<file path="src/rtl/pe_wrapper_buffered.sv">
// PE-slot wrapper: per-channel input FIFOs, buffered opsum output, addressed
// config with drain-before-apply, ipsum bypass mode and a saturating output count.

module pe_fifo #(
  parameter int W     = 8,
  parameter int DEPTH = 4
) (
  input  logic         clk,
  input  logic         rst,
  input  logic         push,
  input  logic [W-1:0] push_data,
  input  logic         pop,
  output logic [W-1:0] head,
  output logic         full,
  output logic         empty
);
  localparam int AW = $clog2(DEPTH);
  localparam int NW = AW + 1;
  localparam logic [NW-1:0] FULL_CNT = NW'(DEPTH);

  logic [W-1:0]  mem [DEPTH];
  logic [AW-1:0] wptr, rptr;
  logic [NW-1:0] count;
  logic          push_ok, pop_ok;

  assign full    = (count == FULL_CNT);
  assign empty   = (count == '0);
  assign push_ok = push && !full;
  assign pop_ok  = pop && !empty;
  assign head    = mem[rptr];

  always_ff @(posedge clk or negedge rst) begin
    if (!rst) begin
      wptr  <= '0;
      rptr  <= '0;
      count <= '0;
      for (int i = 0; i < DEPTH; i++) mem[i] <= '0;
    end else begin
      if (push_ok) begin
        mem[wptr] <= push_data;
        wptr      <= wptr + 1'b1;
      end
      if (pop_ok) rptr <= rptr + 1'b1;
      case ({push_ok, pop_ok})
        2'b10:   count <= count + 1'b1;
        2'b01:   count <= count - 1'b1;
        default: count <= count;
      endcase
    end
  end
endmodule

module pe_wrapper_buffered #(
  parameter int IFMAP_DATA_SIZE  = 8,
  parameter int FILTER_DATA_SIZE = 8,
  parameter int PSUM_DATA_SIZE   = 8,
  parameter int IFMAP_NUM        = 1,
  parameter int FILTER_NUM       = 4,
  parameter int IPSUM_NUM        = 1,
  parameter int OPSUM_NUM        = 1,
  parameter int FIFO_DEPTH       = 4,
  parameter int CFG_PAYLOAD_BIT  = 39,
  parameter int ID_BIT           = 5,
  parameter int MA_X             = 0,
  parameter int MA_Y             = 0
) (
  input  logic                                      clk,
  input  logic                                      rst,
  input  logic                                      enable,
  input  logic [IFMAP_NUM*IFMAP_DATA_SIZE:0]        ifmap_in,
  output logic                                      ifmap_ready,
  input  logic [FILTER_NUM*FILTER_DATA_SIZE:0]      filter_in,
  output logic                                      filter_ready,
  input  logic [IPSUM_NUM*PSUM_DATA_SIZE:0]         ipsum_in,
  output logic                                      ipsum_ready,
  output logic [OPSUM_NUM*PSUM_DATA_SIZE:0]         opsum_out,
  input  logic                                      opsum_ready,
  input  logic [1+1+2*ID_BIT+CFG_PAYLOAD_BIT-1:0]   config_in,
  output logic                                      cfg_busy,
  output logic [IFMAP_NUM*IFMAP_DATA_SIZE-1:0]      core_ifmap,
  output logic [FILTER_NUM*FILTER_DATA_SIZE-1:0]    core_filter,
  output logic [IPSUM_NUM*PSUM_DATA_SIZE-1:0]       core_ipsum,
  output logic                                      core_ifmap_valid,
  output logic                                      core_filter_valid,
  output logic                                      core_ipsum_valid,
  input  logic                                      core_ifmap_ready,
  input  logic                                      core_filter_ready,
  input  logic                                      core_ipsum_ready,
  input  logic [OPSUM_NUM*PSUM_DATA_SIZE-1:0]       core_opsum,
  input  logic                                      core_opsum_valid,
  output logic                                      core_opsum_ready,
  output logic [CFG_PAYLOAD_BIT-1:0]                cfg_payload,
  output logic                                      cfg_load,
  output logic                                      cfg_mode,
  output logic [15:0]                               opsum_count,
  output logic [1:0]                                cfg_state
);
  // Handshake: every transfer happens on a cycle where valid (or the MSB enable
  // bit) and ready are both 1; ready never depends on the matching valid.
  localparam int IW = IFMAP_NUM * IFMAP_DATA_SIZE;
  localparam int FW = FILTER_NUM * FILTER_DATA_SIZE;
  localparam int PW = IPSUM_NUM * PSUM_DATA_SIZE;
  localparam int OW = OPSUM_NUM * PSUM_DATA_SIZE;
  localparam int CW = 2 + 2 * ID_BIT + CFG_PAYLOAD_BIT;
  localparam logic [ID_BIT-1:0] MY_X = ID_BIT'(MA_X);
  localparam logic [ID_BIT-1:0] MY_Y = ID_BIT'(MA_Y);

  localparam logic [1:0] IDLE    = 2'd0;
  localparam logic [1:0] PENDING = 2'd1;
  localparam logic [1:0] APPLY   = 2'd2;

  logic          run, in_ok;
  logic          if_full, if_empty, fl_full, fl_empty, ip_full, ip_empty, out_full, out_empty;
  logic [IW-1:0] if_head;
  logic [FW-1:0] fl_head;
  logic [PW-1:0] ip_head;
  logic [OW-1:0] out_head, out_data;
  logic          if_push, fl_push, ip_push, out_push;
  logic          if_pop, fl_pop, ip_pop, out_pop;
  logic          bypass_move, core_res_fire, drained;

  logic                       cfg_set, cfg_mode_in, accept, apply_now;
  logic [ID_BIT-1:0]          tag_x, tag_y;
  logic [CFG_PAYLOAD_BIT-1:0] payload_in, shadow_payload;
  logic                       shadow_mode;
  logic [1:0]                 state;

  // Reset also gates the combinational readies so everything reads 0 while rst is low.
  assign run   = enable && rst;
  assign in_ok = run && !cfg_busy;

  assign ifmap_ready  = !if_full && in_ok && !cfg_mode;
  assign filter_ready = !fl_full && in_ok && !cfg_mode;
  assign ipsum_ready  = !ip_full && in_ok;
  assign if_push      = ifmap_in[IW] && ifmap_ready;
  assign fl_push      = filter_in[FW] && filter_ready;
  assign ip_push      = ipsum_in[PW] && ipsum_ready;

  assign core_ifmap        = if_head;
  assign core_filter       = fl_head;
  assign core_ipsum        = ip_head;
  assign core_ifmap_valid  = !if_empty && run && !cfg_mode;
  assign core_filter_valid = !fl_empty && run && !cfg_mode;
  assign core_ipsum_valid  = !ip_empty && run && !cfg_mode;
  assign core_opsum_ready  = !out_full && run && !cfg_mode;

  assign bypass_move   = cfg_mode && run && !ip_empty && !out_full;
  assign core_res_fire = core_opsum_valid && core_opsum_ready;
  assign if_pop        = core_ifmap_valid && core_ifmap_ready;
  assign fl_pop        = core_filter_valid && core_filter_ready;
  assign ip_pop        = cfg_mode ? bypass_move : (core_ipsum_valid && core_ipsum_ready);
  assign out_push      = cfg_mode ? bypass_move : core_res_fire;
  assign out_data      = cfg_mode ? OW'(ip_head) : core_opsum;
  assign out_pop       = !out_empty && opsum_ready;
  assign opsum_out     = {!out_empty, out_empty ? {OW{1'b0}} : out_head};

  pe_fifo #(.W(IW), .DEPTH(FIFO_DEPTH)) u_ifmap_fifo (
    .clk(clk), .rst(rst), .push(if_push), .push_data(ifmap_in[IW-1:0]),
    .pop(if_pop), .head(if_head), .full(if_full), .empty(if_empty));
  pe_fifo #(.W(FW), .DEPTH(FIFO_DEPTH)) u_filter_fifo (
    .clk(clk), .rst(rst), .push(fl_push), .push_data(filter_in[FW-1:0]),
    .pop(fl_pop), .head(fl_head), .full(fl_full), .empty(fl_empty));
  pe_fifo #(.W(PW), .DEPTH(FIFO_DEPTH)) u_ipsum_fifo (
    .clk(clk), .rst(rst), .push(ip_push), .push_data(ipsum_in[PW-1:0]),
    .pop(ip_pop), .head(ip_head), .full(ip_full), .empty(ip_empty));
  pe_fifo #(.W(OW), .DEPTH(FIFO_DEPTH)) u_opsum_fifo (
    .clk(clk), .rst(rst), .push(out_push), .push_data(out_data),
    .pop(out_pop), .head(out_head), .full(out_full), .empty(out_empty));

  assign cfg_set     = config_in[CW-1];
  assign cfg_mode_in = config_in[CW-2];
  assign tag_y       = config_in[CFG_PAYLOAD_BIT+2*ID_BIT-1 -: ID_BIT];
  assign tag_x       = config_in[CFG_PAYLOAD_BIT+ID_BIT-1 -: ID_BIT];
  assign payload_in  = config_in[CFG_PAYLOAD_BIT-1:0];
  assign accept      = cfg_set && (((tag_x == MY_X) && (tag_y == MY_Y)) || ((&tag_x) && (&tag_y)));

  // With every FIFO empty the only possible core transfer is a result push.
  assign drained   = if_empty && fl_empty && ip_empty && out_empty && !core_res_fire && !bypass_move;
  assign apply_now = (state == PENDING) && !accept && drained;
  assign cfg_busy  = (state == PENDING);
  assign cfg_load  = (state == APPLY);
  assign cfg_state = state;

  always_ff @(posedge clk or negedge rst) begin
    if (!rst) begin
      state          <= IDLE;
      shadow_payload <= '0;
      shadow_mode    <= 1'b0;
      cfg_payload    <= '0;
      cfg_mode       <= 1'b0;
    end else begin
      if (accept) begin
        shadow_payload <= payload_in;
        shadow_mode    <= cfg_mode_in;
      end
      case (state)
        IDLE:    if (accept) state <= PENDING;
        PENDING: if (apply_now) begin
          state       <= APPLY;
          cfg_payload <= shadow_payload;
          cfg_mode    <= shadow_mode;
        end
        APPLY:   state <= accept ? PENDING : IDLE;
        default: state <= IDLE;
      endcase
    end
  end

  always_ff @(posedge clk or negedge rst) begin
    if (!rst) opsum_count <= '0;
    else if (apply_now) opsum_count <= '0;
    else if (out_pop && (opsum_count != 16'hFFFF)) opsum_count <= opsum_count + 16'd1;
  end
endmodule

</file>
<file path="config.mk">
export PLATFORM = sky130hd
export DESIGN_NAME = pe_wrapper_buffered
export DESIGN_NICKNAME = d
export VERILOG_FILES = /design/src/rtl/pe_wrapper_buffered.sv
export SDC_FILE = /design/constraint.sdc
export NUM_CORES = 1
export LEC_CHECK = 0
export BUFFER_PORTS_ARGS = -buffer_cell sky130_fd_sc_hd__clkbuf_2
export CAP_MARGIN = 20
export CELL_PAD_IN_SITES_DETAIL_PLACEMENT = 1
export CELL_PAD_IN_SITES_GLOBAL_PLACEMENT = 1
export CORE_UTILIZATION = 48
export CTS_CLUSTER_DIAMETER = 50
export DETAILED_ROUTE_END_ITERATION = 10
export GPL_ROUTABILITY_DRIVEN = 0
export PLACE_DENSITY_LB_ADDON = 0.1
export SLEW_MARGIN = 15
export SYNTH_ARGS = -nofsm -noshare
export SYNTH_HDL_FRONTEND = slang
export SYNTH_SLANG_ARGS = --single-unit
</file>
<file path="constraint.sdc">
create_clock -name clk -period 3.15 [get_ports clk]
set_input_delay 0.1575 -clock clk [delete_from_list [all_inputs] [get_ports clk]]
set_output_delay 0.1575 -clock clk [all_outputs]
set_load 0.02 [all_outputs]
</file>
Yosys cells after proc, flatten, opt, wreduce, memory -nomap -nowiden
Index checks and enable logic that the tools add are counted.
Storage, ports and cells
  flip-flop bits (word level): 350
  output and inout bits: 124
  word-level logic and storage cells: 205
Cells by class
  $lt $le $gt $ge: 12
  $add $sub $neg: 17
  muxes and demuxes: 38
  bitwise logic cells: 8
  reductions and logical operators: 79
  eq/ne operators: 17
Operators by type and width (count)
  bitwise mux 128 bit: 1
  bitwise mux 32 bit: 3
  two-way mux 32 bit: 3
  two-way mux 8 bit: 11
  binary-select mux 32 bit (select 2 bit): 1
  demux 32 bit (select 2 bit): 1
  logical AND 1 bit: 49
  binary-select mux 8 bit (select 2 bit): 3
  demux 8 bit (select 2 bit): 3
  two-way mux 16 bit: 2
  greater-or-equal comparator 3 bit (second input constant): 8
  inverter 2 -> 3 bit: 8
  one-hot mux 3 bit (2 select lines): 4
  adder 16 x 1 -> 16 bit (second input constant): 1
  adder 2 x 1 -> 2 bit (second input constant): 8
  inequality test 16 bit (second input constant): 1
  logical NOT 1 bit: 13
  adder 3 x 1 -> 3 bit (second input constant): 4
  equality test 3 bit (second input constant): 4
  logical NOT 3 bit: 4
  < comparator 3 x 1 -> 1 bit (second input constant): 4
  subtractor 3 x 1 -> 3 bit (second input constant): 4
  equality test 2 x 1 -> 1 bit (second input constant): 5
  equality test 2 bit (second input constant): 5
  other kinds (11): 21

Logic depth before layout (Yosys ltp)
Gate-level depths: netlist of the first run.
  depth after elaboration: 11
  depth in mapped cells: 10

Cells and area by module
Synthesis of the first run repeated with hierarchy kept, for this count alone.
Unflattened totals
  cell total of the unflattened synthesis: 1015
  area, all modules: 15886.5 sq um
By module, submodules not included
  pe_fifo (u_filter_fifo): times used 1, area each 5963.2 sq um, cells each 348
  pe_fifo (u_ifmap_fifo ...): times used 3, area each 1784.2 sq um, cells each 114
  pe_wrapper_buffered: times used 1, area each 4570.6 sq um, cells each 325

Least setup slack after synthesis of the first run
OpenSTA, ideal clock, no wires.
  path kind: reg2reg
  start point: register cfg_mode
  end point: register u_ipsum_fifo.count[2]
  required time: 3071 ps
  slack: 523 ps
  arrival time: 2548 ps
  stages on the path, launching flop included: 9
  setup time: 79 ps
  cells stage by stage: dfrtp_1 -> clkbuf_1 -> a2111oi_0 -> ha_1 -> inv_1 -> fa_1 -> xor2_1 -> nor2_1 -> xor2_1
On the way
  cells in the longest elaborated chain, start to end: 7
Ends and longest elaborated chain
  from (decl): line 94  | output logic cfg_mode,
  from (signal assigned): line 201  | cfg_mode <= shadow_mode;
  logical NOT 1 bit / logical AND 1 bit (equally long branches): line 144, 147
  logical AND 1 bit (on tied branches): line 144, 147
  logical AND 1 bit (on tied branches): line 151, 147
  two-way mux 1 bit (*): line 151  | assign ip_pop = cfg_mode ? bypass_move : (core_ipsum_valid && core_ipsum_ready);
  logical AND 1 bit (*): line 29  | assign pop_ok = pop && !empty;
  via u_ipsum_fifo.pop_ok: line 24  | logic push_ok, pop_ok;
  equality test 2 x 1 -> 1 bit / equality test 2 bit (equally long branches): line 44  | case ({push_ok, pop_ok})
  one-hot mux 3 bit (2 select lines) / nonzero test 2 bit (equally long branches)
  to (signal assigned): line 45  | 2'b10: count <= count + 1'b1;
  to (signal assigned): line 46  | 2'b01: count <= count - 1'b1;
  to (signal assigned): line 47  | default: count <= count;
  to (decl): line 23  | logic [NW-1:0] count;
The timed path passes the listed nets; every way through them passes the cells marked *.
A chain may end at the register's enable or synchronous reset.

Worst setup path after layout of the first run
  start point: register u_filter_fifo.rptr[0]
  end point: output core_filter[6]
On the way
  cells in the longest elaborated chain, start to end: 4
Ends and longest elaborated chain
  from (decl): line 22  | logic [AW-1:0] wptr, rptr;
  from (signal assigned): line 43  | if (pop_ok) rptr <= rptr + 1'b1;
  inverter 2 -> 3 bit (not written as such): line 30  | assign head = mem[rptr];
  binary-select mux 32 bit (select 2 bit): line 30
  two-way mux 32 bit (not written as such) (2 in series): line 30
  to (decl): line 81  | output logic [FILTER_NUM*FILTER_DATA_SIZE-1:0] core_filter,
Every way passes these cells. The select of a mux whose other input is x is not followed.

==> results of run 1 <==
-- layout make-up --
cell class / instances / share of cell area (%)
timing repair buffer: 347 / 11.57
antenna: 2 / 0.02545
clock inverter: 11 / 0.8399
clock buffer: 60 / 6.255
tap: 435 / 2.768
sequential: 350 / 44.55
inverter: 30 / 0.5727
multi-input combinational: 583 / 33.42
-- where the power goes --
| group | switching [uW] | total (uW) | internal, uW |
|---|---|---|---|
| combinational | 2890 | 6230 | 3340 |
| sequential | 1220 | 7370 | 6140 |
| clock | 1840 | 4870 | 3030 |
| total | 5950 | 18500 | 12500 |
-- worst min-delay path, cell delays in order --
cell      delay (ns)
clkbuf_2        0.08
nor3b_1         0.17
xor2_1          0.13
-- through the flow --
stage               worst slack [ns]  hold slack (ns)  total power (uW)  std cells  utilization (%)
CTS                           0.6284          0.04766             18700       1816            61.66
global route                  0.4789          0.06994             19510       1816            61.66
floorplan                     0.5228          -0.1381             11630       1003                -
global placement              0.8154           0.3697             13320       1655            54.46
finish                        0.6993          0.06284             18470       1818            61.68
detailed placement            0.6732           0.3777             13650       1655            54.46
-- metal layers --
layer	part of all wire, %	wire length, um
met5	0.072	27
met4	2.0	759
met3	5.3	1971
met2	50	18730
met1	43	16030
-- cells in the final DEF, fill, tap and decap left out, types with 5 or more instances in the layout --
cell type	count
or3_1	6
inv_1	30
buf_4	13
xor2_1	11
nor4_1	6
nand4_1	7
clkbuf_16	43
nand3_1	10
o31ai_1	5
clkbuf_2	240
nand2_1	28
mux2_2	256
a21oi_1	12
dlygate4sd3_1	90
mux4_2	56
clkbuf_8	9
mux2_1	15
nor2b_1	10
dfrtp_1	349
nor2_1	14
ha_1	21
o21ai_0	13
mux2_4	41
xnor2_1	13
or4_1	6
clkbuf_1	8
nor3_1	8
-- cells by family after synthesis --
family | share of synthesized area, %
xor gates and xnor gates | 1.340
AOI/OAI and AO/OA | 2.113
adders and majority gates | 2.185
muxes | 31.54
and+or+nand+nor | 4.578
buffers and inverters | 2.417
DFF | 55.83
-- final timing paths --
kind	startpoint	end	slack [ns]
setup / recovery	u_filter_fifo.rptr[0]	core_filter[6]	0.70
hold / removal	core_filter_ready	u_filter_fifo.rptr[0]	0.06
setup reg to reg	cfg_mode	u_opsum_fifo.count[2]	0.71
hold reg to reg	u_filter_fifo.rptr[1]	u_filter_fifo.rptr[1]	0.47
max in group asynchronous	rst	u_filter_fifo.mem[18]	1.14
min in group asynchronous	rst	u_opsum_fifo.count[2]	0.52
-- registers in the layout, summed over array words and instances, names as in the netlist, 3 cells and up --
name                 count
u_filter_fifo.mem      128
shadow_payload          39
u_opsum_fifo.mem        32
u_filter_fifo.count      3
opsum_count             16
u_ifmap_fifo.mem        32
u_ifmap_fifo.count       3
u_ipsum_fifo.mem        32
u_opsum_fifo.count       3
cfg_payload             39
u_ipsum_fifo.count       3
-- repair_timing --
item                                   4_1_cts  5_1_grt
endpoints found under the hold margin      343        0
hold buffers                                90        0
resized for setup                            0        0
==> results.json, run 1 <==
{
  "antenna_left": 0,
  "layout.nets": 1498,
  "synth_area_um2": 15690,
  "path_clk_slew_ns": 0.05,
  "fp.dieArea_um2": 33410,
  "crit_family": "flip-flops",
  "grtUsageMet2_pct": 40.21,
  "synth-seq-cells": 350,
  "use_met1_pct": 30.02,
  "yosysUniqueCellTypes": 52,
  "fin_crit_sh_pct": 77.80,
  "die_w_um": 182.8,
  "fin_setup_tns_ns": 0,
  "busiest_layer": "met2",
  "first_iter_violations": 400,
  "netlist_instances": 1003,
  "hp-class": "primary input to flip-flop",
  "syn_nets": 1146,
  "dpl_cell_area_um2": 17360,
  "cts_buffers": 43,
  "grt_max_degree": 183,
  "multiInputGateArea_um2": 6573,
  "cts_max_path_buffers": 3,
  "wl_per_cell_um": 20.63,
  "rsz0062_at_grt": "false",
  "htree_levels": 2,
  "die_h_um": 182.8,
  "via_per_inst": 5.368,
  "ys_seq_area_share_pct": 55.83,
  "wirelength_um": 37510,
  "ys_top_cells_by_count": "350 x dfrtp_1, 256 x mux2_2, 56 x mux4_2",
  "finalInstanceArea_um2": 19660,
  "cp.depth": 3,
  "vias": 9759,
  "synth_area_leader_cell": "dfrtp_1",
  "relSlewSlack_pct": 28.67,
  "tightest_slew_ns": 1.070,
  "globalRouteOverflowTotal": 0,
  "worstSetupPathType": "flip-flop to output pin",
  "synthToLayoutAreaGrowth_pct": 25.34,
  "finClkSkew_ns": 0.01374,
  "cp_max_fo": 18,
  "post-cts-setup-buffers": 0,
  "yosysWarnings": 0,
  "synth_edf_count": 0,
  "yosys-top-cells-area": "dfrtp_1 56%, mux2_2 18%, mux4_2 8.0%",
  "antenna_found_initial": 4,
  "hold_violations": 0,
  "tritoncts": "done",
  "powerDensity_nw_per_um2": 939.1,
  "leakagePower_uw": 0.009462,
  "critPathBufInv": 2,
  "finalSetupViolations": 0,
  "drc_errors": 0,
  "worstRegToRegCells": 10,
  "crit_arrival_ns": 2.29,
  "grtUsageTotal_pct": 23.33,
  "max_stage_delay_ns": 0.76,
  "grt_pass1_wl_um": 61200,
  "cap_violations": 0,
  "yosysMostFrequentCell": "dfrtp_1",
  "cp_cell_sequence": "buf_12 -> mux4_2 -> clkbuf_2",
  "max_freq_mhz": 408.1,
  "hpwl_um": 23650,
  "crit_required_ns": 2.99,
  "coreArea_um2": 31880,
  "worst_skew_pair.late_latency_ns": 0.52,
  "cp-end-kind": "output pin",
  "cts_sinks": 350,
  "layout-drive-gt1-share_pct": 49.89,
  "met3_usage_pct": 5.064,
  "io_pins": 242,
  "min_path_cells": 3,
  "grt_pass1_vias": 11048,
  "io_buffers": 241,
  "yosysTopAreaCellShare_pct": 55.83,
  "synthArstFlopShare_pct": 100.0,
  "synth.avg_cell_area_um2": 15.64,
  "initial_utilization_pct": 49.21,
  "drv_slew": 0,
  "fp-row-count": 65,
  "synth-main-ff-cell": "dfrtp_1",
  "drt_first_pass_iters": 4,
  "cp-start-kind": "flip-flop",
  "outcome": "completed",
  "slowest_stage": "dfrtp_2",
  "period_minus_slack_ns": 2.451,
  "vdd_ir_drop_max_mv": 0.6910,
  "cts_root_buf": "clkbuf_16",
  "n_fill_cell": 3046,
  "seq_area_um2": 8760
}
Power figures use the tool's default switching activity.
==> inputs of run 2 (changes only) <==
- clock period: 3.15 -> 2.5 ns (I/O delays scaled with it)
==> run 2 against run 1 <==
  * Die area did not move
  * Clock-buffer cell count fell by 1
  * Total power rose by 30%
  * Critical path depth rose by 6
  * Non-clock buffer count rose by 7
  * Sequential power rose by 25%
  * Worst setup slack got worse by 0.51 ns
  * Clock power rose by 40%
  * Clock skew rose by 0.0040 ns
  * Global-route usage rose by 0.31 points
  * Utilization rose by 0.89 points
  * Flip-flop and latch count did not move
  * Critical path type is now flip-flop to flip-flop
  * Largest cell class unchanged
  * Largest power group unchanged
==> results.json, run 2 (synthesized netlist as in run 1, its figures left out) <==
{
  "die_w_um": 182.8,
  "dpl_worst_slack_ns": 0.07099,
  "globalRouteOverflowTotal": 0,
  "vias": 9874,
  "tightest_slew_ns": 0.9471,
  "drv_slew": 0,
  "rsz0062_at_grt": "true",
  "regMostFlops": "u_filter_fifo.mem",
  "cp_max_fo": 9,
  "crit_start": "cfg_mode",
  "powerDensity_nw_per_um2": 1200,
  "crit_arrival_ns": 2.76,
  "final_cells": 1834,
  "antenna_found_initial": 3,
  "drt_first_pass_iters": 4,
  "layout.nets": 1506,
  "reg2reg_from": "cfg_mode",
  "hpwl_um": 22910,
  "critPathBufInv": 1,
  "relSlewSlack_pct": 36.86,
  "drc_errors": 0,
  "layout-drive-gt1-share_pct": 50.75,
  "worstSetupPathType": "flip-flop to flip-flop",
  "wirelength_um": 38130,
  "fin_crit_sh_pct": 92.41,
  "finClkSkew_ns": 0.01775,
  "cts_max_path_buffers": 3,
  "cp_cell_sequence": "nand3b_4 -> nor2_1 -> and2_1 -> ha_1 -> inv_1 -> fa_1 -> xor2_1 -> nor2_1 -> xor2_1",
  "cts_root_buf": "clkbuf_16",
  "mostFrequentLayoutCells": "349 x dfrtp_1, 256 x mux2_2, 240 x clkbuf_2, 90 x dlygate4sd3_1, 56 x mux4_2",
  "grtUsageTotal_pct": 23.64,
  "outcome": "completed",
  "cts_sinks": 350,
  "grt_max_degree": 174,
  "path_clk_slew_ns": 0.06,
  "first_iter_violations": 416,
  "cts_buffers": 44,
  "finalSetupViolations": 0,
  "wl_per_cell_um": 20.79,
  "coreArea_um2": 31880,
  "largest_reg_flops": 128,
  "htree_levels": 2,
  "die_h_um": 182.8,
  "worst_skew_pair.late_latency_ns": 0.54,
  "grt_pass1_vias": 11076,
  "io_pins": 242,
  "io_buffers": 241,
  "finalWorstSetupSlack_ns": 0.1898,
  "crit_family": "simple AND/OR/NAND/NOR gates",
  "cap_violations": 0,
  "via_per_inst": 5.384,
  "hold_violations": 0,
  "fp-row-count": 65,
  "dp_cells": 1662,
  "slowest_stage": "dfrtp_1",
  "initial_utilization_pct": 49.21,
  "vdd_ir_drop_max_mv": 0.8024,
  "cp-end-kind": "flip-flop",
  "synthToLayoutAreaGrowth_pct": 27.16,
  "leakagePower_uw": 0.009596,
  "antenna_left": 0,
  "hp-class": "primary input to flip-flop",
  "fp.dieArea_um2": 33410,
  "reg_top3": "u_filter_fifo.mem (128), cfg_payload (39), shadow_payload (39)",
  "period_minus_slack_ns": 2.310,
  "mostFrequentLayoutCell": "dfrtp_1",
  "max_stage_delay_ns": 0.48,
  "crit_required_ns": 2.95,
  "min_from": "core_opsum[6]",
  "cp-start-kind": "flip-flop",
  "max_freq_mhz": 432.9,
  "grt_pass1_wl_um": 61710,
  "tritoncts": "done"
}
run 2: cell count changes in the layout (fill, tap and decap cells not counted), sizes merged:
| cell | delta |
|---|---|
| bufinv | +3 |
| clkinvlp | +3 |
| clkbuf | -1 |
| buf | +7 |
| inv | +4 |
run 2: worst paths after layout:
kind                       cells past startpoint  slack, ns                    end
setup reg to reg                               9       0.19  u_ifmap_fifo.count[2]
hold / removal                                 3       0.03    u_opsum_fifo.mem[6]
min in group asynchronous                      2       0.06               cfg_mode
hold reg to reg                                1       0.47  u_filter_fifo.rptr[1]
max in group asynchronous                      3       1.26  u_filter_fifo.rptr[0]
setup / recovery                               9       0.19  u_ifmap_fifo.count[2]
run 2: power by group:
part | internal, uW | switching [uW]
registers | 7750 | 1480
logic | 4220 | 3650
clock network | 4340 | 2500
total | 16300 | 7630
run 2: stage by stage:
| step | hold slack (ns) | instance area (um2) | setup TNS [ns] | total power (uW) | utilization (%) |
|---|---|---|---|---|---|
| 2_1_floorplan | -0.1706 | 15690 | 0 | 14650 | - |
| 3_3_place_gp | -0.04232 | 17440 | 0 | 16750 | 54.69 |
| 3_5_place_dp | -0.04179 | 17440 | 0 | 17080 | 54.69 |
| 4_1_cts | 0.008876 | 19940 | 0 | 24190 | 62.54 |
| 5_1_grt | 0.02831 | 19950 | -0.003546 | 25260 | 62.57 |
| 6_report | 0.03208 | 19950 | 0 | 23940 | 62.57 |
run 2: layout make-up:
| class | count | area, um2 |
|---|---|---|
| repair buffers | 354 | 2352 |
| well taps | 435 | 544.3 |
| inverters | 30 | 112.6 |
| fillers | 3055 | 11930 |
| flip-flops and latches | 350 | 8762 |
| clock buffers | 59 | 1279 |
| clock inverters | 21 | 320.3 |
| diodes | 2 | 5.005 |
| multi-input cells | 583 | 6574 |
run 2: timing repair:
action / CTS / global route
resized for setup: 0 / 2
endpoints found under the setup margin: 0 / 16
endpoints found under the hold margin: 584 / 0
hold buffers: 90 / 0
setup buffers: 0 / 0
run 2: routing by layer:
metal	vias up	GRT usage, %	part of all wire (%)	wire (um)
met4	4	8.267	3.4	1288
met1	5126	29.67	40	15380
met3	88	4.706	4.7	1805
li1	4425	-	-	-
met5	-	0	0.081	31
met2	231	40.82	51	19620
run 2: tightest hold or removal path, delay by kind of cell:
kind	cells	cell delay, ns
buf+inv	1	0.07
mux	2	0.33
